`src/rtl/fft_pair_feeder.sv`:
```
// fft_pair_feeder: pairs a serial stream of complex IEEE-754 single samples
// into radix-2 butterfly operands (a, b), pulses launch per pair, and delays
// a valid/last tag by BF_LATENCY so butterfly results can be captured.
//
// Build option: define FFT_FEEDER_FLUSH_PAD_EN to complete a dangling odd
// sample on flush with a (A, +0.0) padded pair. Without it, a flush while a
// lone sample is held simply discards that sample.
module fft_pair_feeder #(
    parameter int BF_LATENCY  = 2,
    parameter int FRAME_PAIRS = 4
) (
    input  logic        clk,
    input  logic        rst_n,
    input  logic [31:0] s_re,
    input  logic [31:0] s_img,
    input  logic        s_valid,
    output logic        s_ready,
    input  logic        flush,
    input  logic        hold,
    output logic [31:0] a_re,
    output logic [31:0] a_img,
    output logic [31:0] b_re,
    output logic [31:0] b_img,
    output logic        launch,
    output logic        res_valid,
    output logic        res_last,
    output logic [15:0] pair_idx
);

    localparam logic [1:0] ST_EMPTY = 2'd0;
    localparam logic [1:0] ST_HALF  = 2'd1;
    localparam logic [1:0] ST_PAD   = 2'd2;

    localparam logic [15:0] LAST_IDX = 16'(FRAME_PAIRS - 1);

    logic [1:0]  state;
    logic [31:0] hold_re;
    logic [31:0] hold_img;
    logic [15:0] frame_cnt;
    logic        launch_last;

    logic        xfer;       // sample handshake completes this cycle
    logic        pair_go;    // real pair (held A + incoming B) issues this cycle
    logic        pad_go;     // padded pair issues this cycle
    logic        issue;      // any pair issues this cycle
    logic        cnt_wrap;   // current pair is the last of the frame
    logic        flush_done; // the issuing pair closes a flushed frame
    logic        cnt_clr;    // flush clears the counter with no pair issuing

    // s_ready deliberately ignores s_valid; low in reset, hold, and PAD
    assign s_ready  = rst_n && !hold && (state != ST_PAD);
    assign xfer     = s_valid && s_ready;
    assign pair_go  = (state == ST_HALF) && xfer;
    assign cnt_wrap = (frame_cnt == LAST_IDX);

`ifdef FFT_FEEDER_FLUSH_PAD_EN
    assign pad_go     = (state == ST_PAD);
    // In HALF the flush is deferred to the PAD launch, which needs the count
    assign cnt_clr    = flush && (state != ST_HALF);
`else
    assign pad_go     = 1'b0;
    assign cnt_clr    = flush;
`endif

    assign issue      = pair_go || pad_go;
    assign flush_done = pad_go || (pair_go && flush);

    // Pairing state machine
    always_ff @(posedge clk or negedge rst_n) begin
        if (!rst_n) begin
            state <= ST_EMPTY;
        end else begin
            case (state)
                ST_EMPTY: begin
                    if (xfer) state <= ST_HALF;
                end
                ST_HALF: begin
                    if (xfer) begin
                        state <= ST_EMPTY;
                    end else if (flush) begin
`ifdef FFT_FEEDER_FLUSH_PAD_EN
                        state <= ST_PAD;
`else
                        state <= ST_EMPTY;
`endif
                    end
                end
                ST_PAD:  state <= ST_EMPTY;
                default: state <= ST_EMPTY;
            endcase
        end
    end

    // A holding register: captures the first sample of each pair
    always_ff @(posedge clk or negedge rst_n) begin
        if (!rst_n) begin
            hold_re  <= '0;
            hold_img <= '0;
        end else if ((state == ST_EMPTY) && xfer) begin
            hold_re  <= s_re;
            hold_img <= s_img;
        end
    end

    // Operand registers: change only when a pair issues, stable otherwise
    always_ff @(posedge clk or negedge rst_n) begin
        if (!rst_n) begin
            a_re  <= '0;
            a_img <= '0;
            b_re  <= '0;
            b_img <= '0;
        end else if (pair_go) begin
            a_re  <= hold_re;
            a_img <= hold_img;
            b_re  <= s_re;
            b_img <= s_img;
        end else if (pad_go) begin
            a_re  <= hold_re;
            a_img <= hold_img;
            b_re  <= 32'h0000_0000;
            b_img <= 32'h0000_0000;
        end
    end

    // Launch pulse, its last tag, and the index of the launched pair
    always_ff @(posedge clk or negedge rst_n) begin
        if (!rst_n) begin
            launch      <= 1'b0;
            launch_last <= 1'b0;
            pair_idx    <= '0;
        end else begin
            launch      <= issue;
            launch_last <= issue && (cnt_wrap || flush_done);
            if (issue) pair_idx <= frame_cnt;
        end
    end

    // Frame counter: next pair index; wraps at frame end, clears on flush
    always_ff @(posedge clk or negedge rst_n) begin
        if (!rst_n) begin
            frame_cnt <= '0;
        end else if (issue) begin
            if (flush || pad_go || cnt_wrap) frame_cnt <= '0;
            else                             frame_cnt <= frame_cnt + 16'd1;
        end else if (cnt_clr) begin
            frame_cnt <= '0;
        end
    end

    // Valid/last delay line matching butterfly latency; ignores hold
    logic [BF_LATENCY-1:0] vld_pipe;
    logic [BF_LATENCY-1:0] lst_pipe;

    always_ff @(posedge clk or negedge rst_n) begin
        if (!rst_n) begin
            vld_pipe <= '0;
            lst_pipe <= '0;
        end else begin
            vld_pipe[0] <= launch;
            lst_pipe[0] <= launch_last;
            for (int i = 1; i < BF_LATENCY; i++) begin
                vld_pipe[i] <= vld_pipe[i-1];
                lst_pipe[i] <= lst_pipe[i-1];
            end
        end
    end

    assign res_valid = vld_pipe[BF_LATENCY-1];
    assign res_last  = lst_pipe[BF_LATENCY-1];

endmodule

```
`config.mk`:
```
export PLATFORM = sky130hd
export DESIGN_NAME = fft_pair_feeder
export DESIGN_NICKNAME = d
export VERILOG_FILES = /design/src/rtl/fft_pair_feeder.sv
export SDC_FILE = /design/constraint.sdc
export NUM_CORES = 1
export LEC_CHECK = 0
export BUFFER_PORTS_ARGS = -buffer_cell sky130_fd_sc_hd__buf_4
export CAP_MARGIN = 25
export CORE_UTILIZATION = 35
export CTS_CLUSTER_DIAMETER = 40
export CTS_CLUSTER_SIZE = 24
export DETAILED_ROUTE_END_ITERATION = 16
export PLACE_DENSITY_LB_ADDON = 0.08
export SLEW_MARGIN = 20
export SYNTH_ARGS = -nofsm -noshare
export SYNTH_HDL_FRONTEND = slang
export SYNTH_SLANG_ARGS = --single-unit
```
`constraint.sdc`:
```
create_clock -name clk -period 4.84 [get_ports clk]
set_input_delay 0.968 -clock clk [delete_from_list [all_inputs] [get_ports clk]]
set_output_delay 0.968 -clock clk [all_outputs]
set_load 0.1 [all_outputs]
```
# ---- Word level (Yosys, flattened, before mapping)
# Index checks and enable logic that the tools add are counted.
dict set report totals {
  word_cells 39
  output_inout_bits 148
  regBits 232
  in_bits 69
}
dict set report op_classes {
  n_eq_ne 5
  addsub 1
  muxes 7
  n_reduce_logical 13
}
# cell n
set ops {}
lappend ops {{two-way mux 16 bit} 3}
lappend ops {{adder 16 x 1 -> 16 bit (second input constant)} 1}
lappend ops {{equality test 16 x 2 -> 1 bit (second input constant)} 1}
lappend ops {{logical AND 1 bit} 7}
lappend ops {{two-way mux 2 bit} 3}
lappend ops {{inequality test 2 bit (second input constant)} 2}
lappend ops {{case mux 2 bit (2 select lines)} 1}
lappend ops {{inequality test 3 bit (second input constant)} 1}
lappend ops {{equality test 2 x 1 -> 1 bit (second input constant)} 1}
lappend ops {{zero test 2 bit} 1}
lappend ops {{logical OR 1 bit} 2}
lappend ops {{AND reduction 2 bit} 1}
lappend ops {{nonzero test 2 bit} 1}
lappend ops {{zero test 1 bit} 1}

# ---- Logic depth before layout (Yosys ltp)
dict set report depth {
  ltp_word 8
  depth_mapped 6
  ltp_nobuf 5
}

# ---- Worst setup path after synthesis
# Ideal clock, no wire load.
dict set report synth_timing {
  path_type {input to register}
  from {input hold}
  to {register hold_img[10]}
  arrival_ns 3.350
  setup_slack_ns 1.365
  path_buffers 2
  required_time_ns 4.715
  setup_time_ns 0.125
  stages 6
  path_cell_list {nor2b_1 nand2_1 nor2_1 buf_2 buf_4 mux2_2}
}
dict set report synth_via {
  elab_chain_cells 5
}
# item line_no
set synth_rtl {}
lappend synth_rtl {{from (decl)} 19} ;# input logic hold,
lappend synth_rtl {{zero test 1 bit} 51} ;# assign s_ready = rst_n && !hold && (state != ST_PAD);
lappend synth_rtl {{logical AND 1 bit (2 in series)} 51}
lappend synth_rtl {{logical AND 1 bit} 52} ;# assign xfer = s_valid && s_ready;
lappend synth_rtl {{logical AND 1 bit} 99} ;# end else if ((state == ST_EMPTY) && xfer) begin
lappend synth_rtl {{to (signal assigned)} 101} ;# hold_img <= s_img;
lappend synth_rtl {{to (decl)} 38} ;# logic [31:0] hold_img;
# No other way between the ends.
# A chain may end at the register's enable or synchronous reset.

# ---- Final worst setup path
dict set report layout_timing {
  from {input rst_n}
  to {output s_ready}
}
dict set report layout_via {
  elab_chain_cells 2
}
# item line_no
set layout_rtl {}
lappend layout_rtl {{from (decl)} 13} ;# input logic rst_n,
lappend layout_rtl {{logical AND 1 bit (2 in series)} 51}
lappend layout_rtl {{to (decl)} 17} ;# output logic s_ready,
# No other way between the ends.

==> impl_metrics.csv <==
group,metric,value,unit
drt,drcViolationCount,0,
drt,vias,5518,
die,die_h,161.7,um
sta,layout_setup_ws,1.886,ns
die,row_count,58,
sta,min_period_over_period,61.03,%
drt,wirelength,19440,um
placement,preCtsSetupSlack,1.594,ns
sta,drv_slew,0,
worst_setup_path,cp-end-kind,"output pin",
placement,gp_congestion,0.7687,
finish,final_common_cell,"dfrtp_1",
finish,num_antenna_cells,0,
grt,grt-ovfl-total,0,
cts,worstSkewPairLatency,0.51,ns
yosys,ys_ff_latch,231,
sta,setup_viol,0,
yosys,syn_inst,559,
sta,rsz0062_at_grt,"false",
worst_setup_path,required,3.87,ns
drt,viasPerCell,4.819,
worst_setup_path,r2r_slack,2.72,ns
cts,post_cts_buffers,0,
finish,drive_gt1_share,61.84,%
grt,grt_pass1_vias,5721,
grt,antenna_found_initial,0,
drt,wire_per_inst,16.98,um
finish,num-nets-final,857,
finish,final_cell_mix,"dfrtp_1, buf_4, mux2_2",
cts,clock_tree.root_cell,"clkbuf_16",
yosys,synth_area,8929,um2
cts,clockBufferDepth,3,
drt,ant_nets,0,
worst_setup_path,crit_fanout,66,
yosys,synth_cell_types,35,
finish,syn_to_final_growth,35.54,%
yosys,ys.warnings.count,0,
sta,finalHoldViolCount,0,
grt,grt_usage,15.36,%
min_path,hp-class,"reg -> reg",
job,drv_cap,0,
cts,cts.sinks,231,
sta,tns,0,ns
drt,drt-pass1-iter-count,4,
sta,max_freq,338.5,MHz
die,start_util,35.56,%
placement,io_buffers,216,
die,ioPinCount,217,
worst_setup_path,cp_data_arrival_time,1.99,ns
die,die_w,161.7,um
cts,clk_pin_slew_worst_paths,0.05,ns
power_and_ir_drop,leakage,0.005689,uW
grt,grt_pass1_wl,31640,um
cts,postCtsHoldBufs,0,
power_and_ir_drop,power_density,739.7,nW/um2
cts,htreeDepth,2,
die,die_area,26150,um2
die,coreArea,25110,um2
yosys,syn-mean-instance-area,15.97,um2
worst_setup_path,start_kind,"input port",
cts,cts-buffers-inserted,37,
sta,fin_worst_skew,0.01227,ns
sta,fin_crit,2.954,ns
worst_setup_path,path_class,"in -> out",
run_status,status,"finished clean",
sta,max_slew_margin,36.58,%
placement,hpwl,12680,um
yosys,synth_seq_area_share,64.74,%
grt,grt_max_degree,67,
sta,worst_pin_slew,0.9513,ns
drt,drt_iter0_drc,264,
cts,ctsResizeCount,0,
power_and_ir_drop,vdd_drop_max,0.3945,mV
cts,cts_tree,"done",
yosys,synth_nets,629,
registers in the layout, summed over array words and instances, names as in the netlist, 2 cells and up:
signal / cells
a_re: 32
a_img: 32
b_re: 32
b_img: 32
lst_pipe: 2
hold_re: 32
frame_cnt: 16
hold_img: 32
vld_pipe: 2
pair_idx: 16
stage by stage:
| step | instance area [um2] | util (%) | std cells | power, uW | hold WS (ns) |
|---|---|---|---|---|---|
| finish | 12100 | 48.20 | 1145 | 8952 | 0.3536 |
| global route | 12100 | 48.20 | 1145 | 9296 | 0.3547 |
| CTS | 12090 | 48.15 | 1145 | 9070 | 0.3573 |
| detailed placement | 10840 | 43.17 | 1078 | 6405 | 0.3410 |
| global placement | 10840 | 43.17 | 1078 | 6359 | 0.3386 |
| floorplan | 8929 | - | 559 | 5554 | 0.3312 |
worst max-delay path, cell delays in order:
cell and delay (ns):
buf_8 0.36, nor2b_1 0.29, buf_4 0.33
cells by family after synthesis:
family	share of synthesized area (%)
DFF	64.74
buffers and inverters	2.424
AOI/OAI and AO/OA	3.167
adders and majority gates	0.1401
and+or+nand+nor	3.293
muxes	26.23
metal layers:
metal  up-vias  part of all wire [%]  track usage [%]
met4         0                   2.1            5.060
met3        39                   7.1            5.107
li1       2487                     -                -
met5         -                     0                0
met1      2832                    43            20.15
met2       160                    48            23.92
cell usage after synthesis (all sizes together):
library cell	number	share of area (%)
buf	33	2.4
nand2	9	0.38
o211ai	3	0.25
a31o	4	0.39
o2111ai	1	0.098
mux2	208	26
a31oi	14	0.98
and2	2	0.17
nand3	6	0.34
a21oi	2	0.11
dfrtp	231	65
ha	1	0.14
a21o	1	0.084
and3	2	0.14
or3	1	0.070
a22o	5	0.49
a41oi	4	0.64
and4b	1	0.11
nor4	4	0.42
inv	1	0.042
nor2	6	0.25
nand4	4	0.28
nor3b	1	0.084
and4	4	0.39
or2	1	0.070
o21ai	2	0.11
nor2b	2	0.14
nor3	2	0.11
nand3b	4	0.34
path summary, 6_finish.rpt:
kind | startpoint | to | cells after the start
setup reg to reg | frame_cnt[11] | frame_cnt[11] | 4
hold / removal | launch_last | lst_pipe[0] | 0
max in group asynchronous | rst_n | b_img[21] | 3
min in group asynchronous | rst_n | a_img[2] | 1
hold reg to reg | launch_last | lst_pipe[0] | 0
setup / recovery | rst_n | s_ready | 3
power by group:
part           switching (uW)  leakage, uW  internal (uW)
Clock                     945     0.000605           1670
Sequential                239      0.00292           2400
Combinational            2900      0.00216            806
Total                    4090      0.00569           4870
final cells by class:
type                            count  area (um2)
Tap cell                          330       412.9
Timing Repair Buffer              222        1699
Clock inverter                     25       254.0
Clock buffer                       42       997.2
Inverter                            1       3.754
Multi-Input combinational cell    294        2954
Sequential cell                   231        5781
Fill cell                        2262       13010
Power figures use the tool's default switching activity.
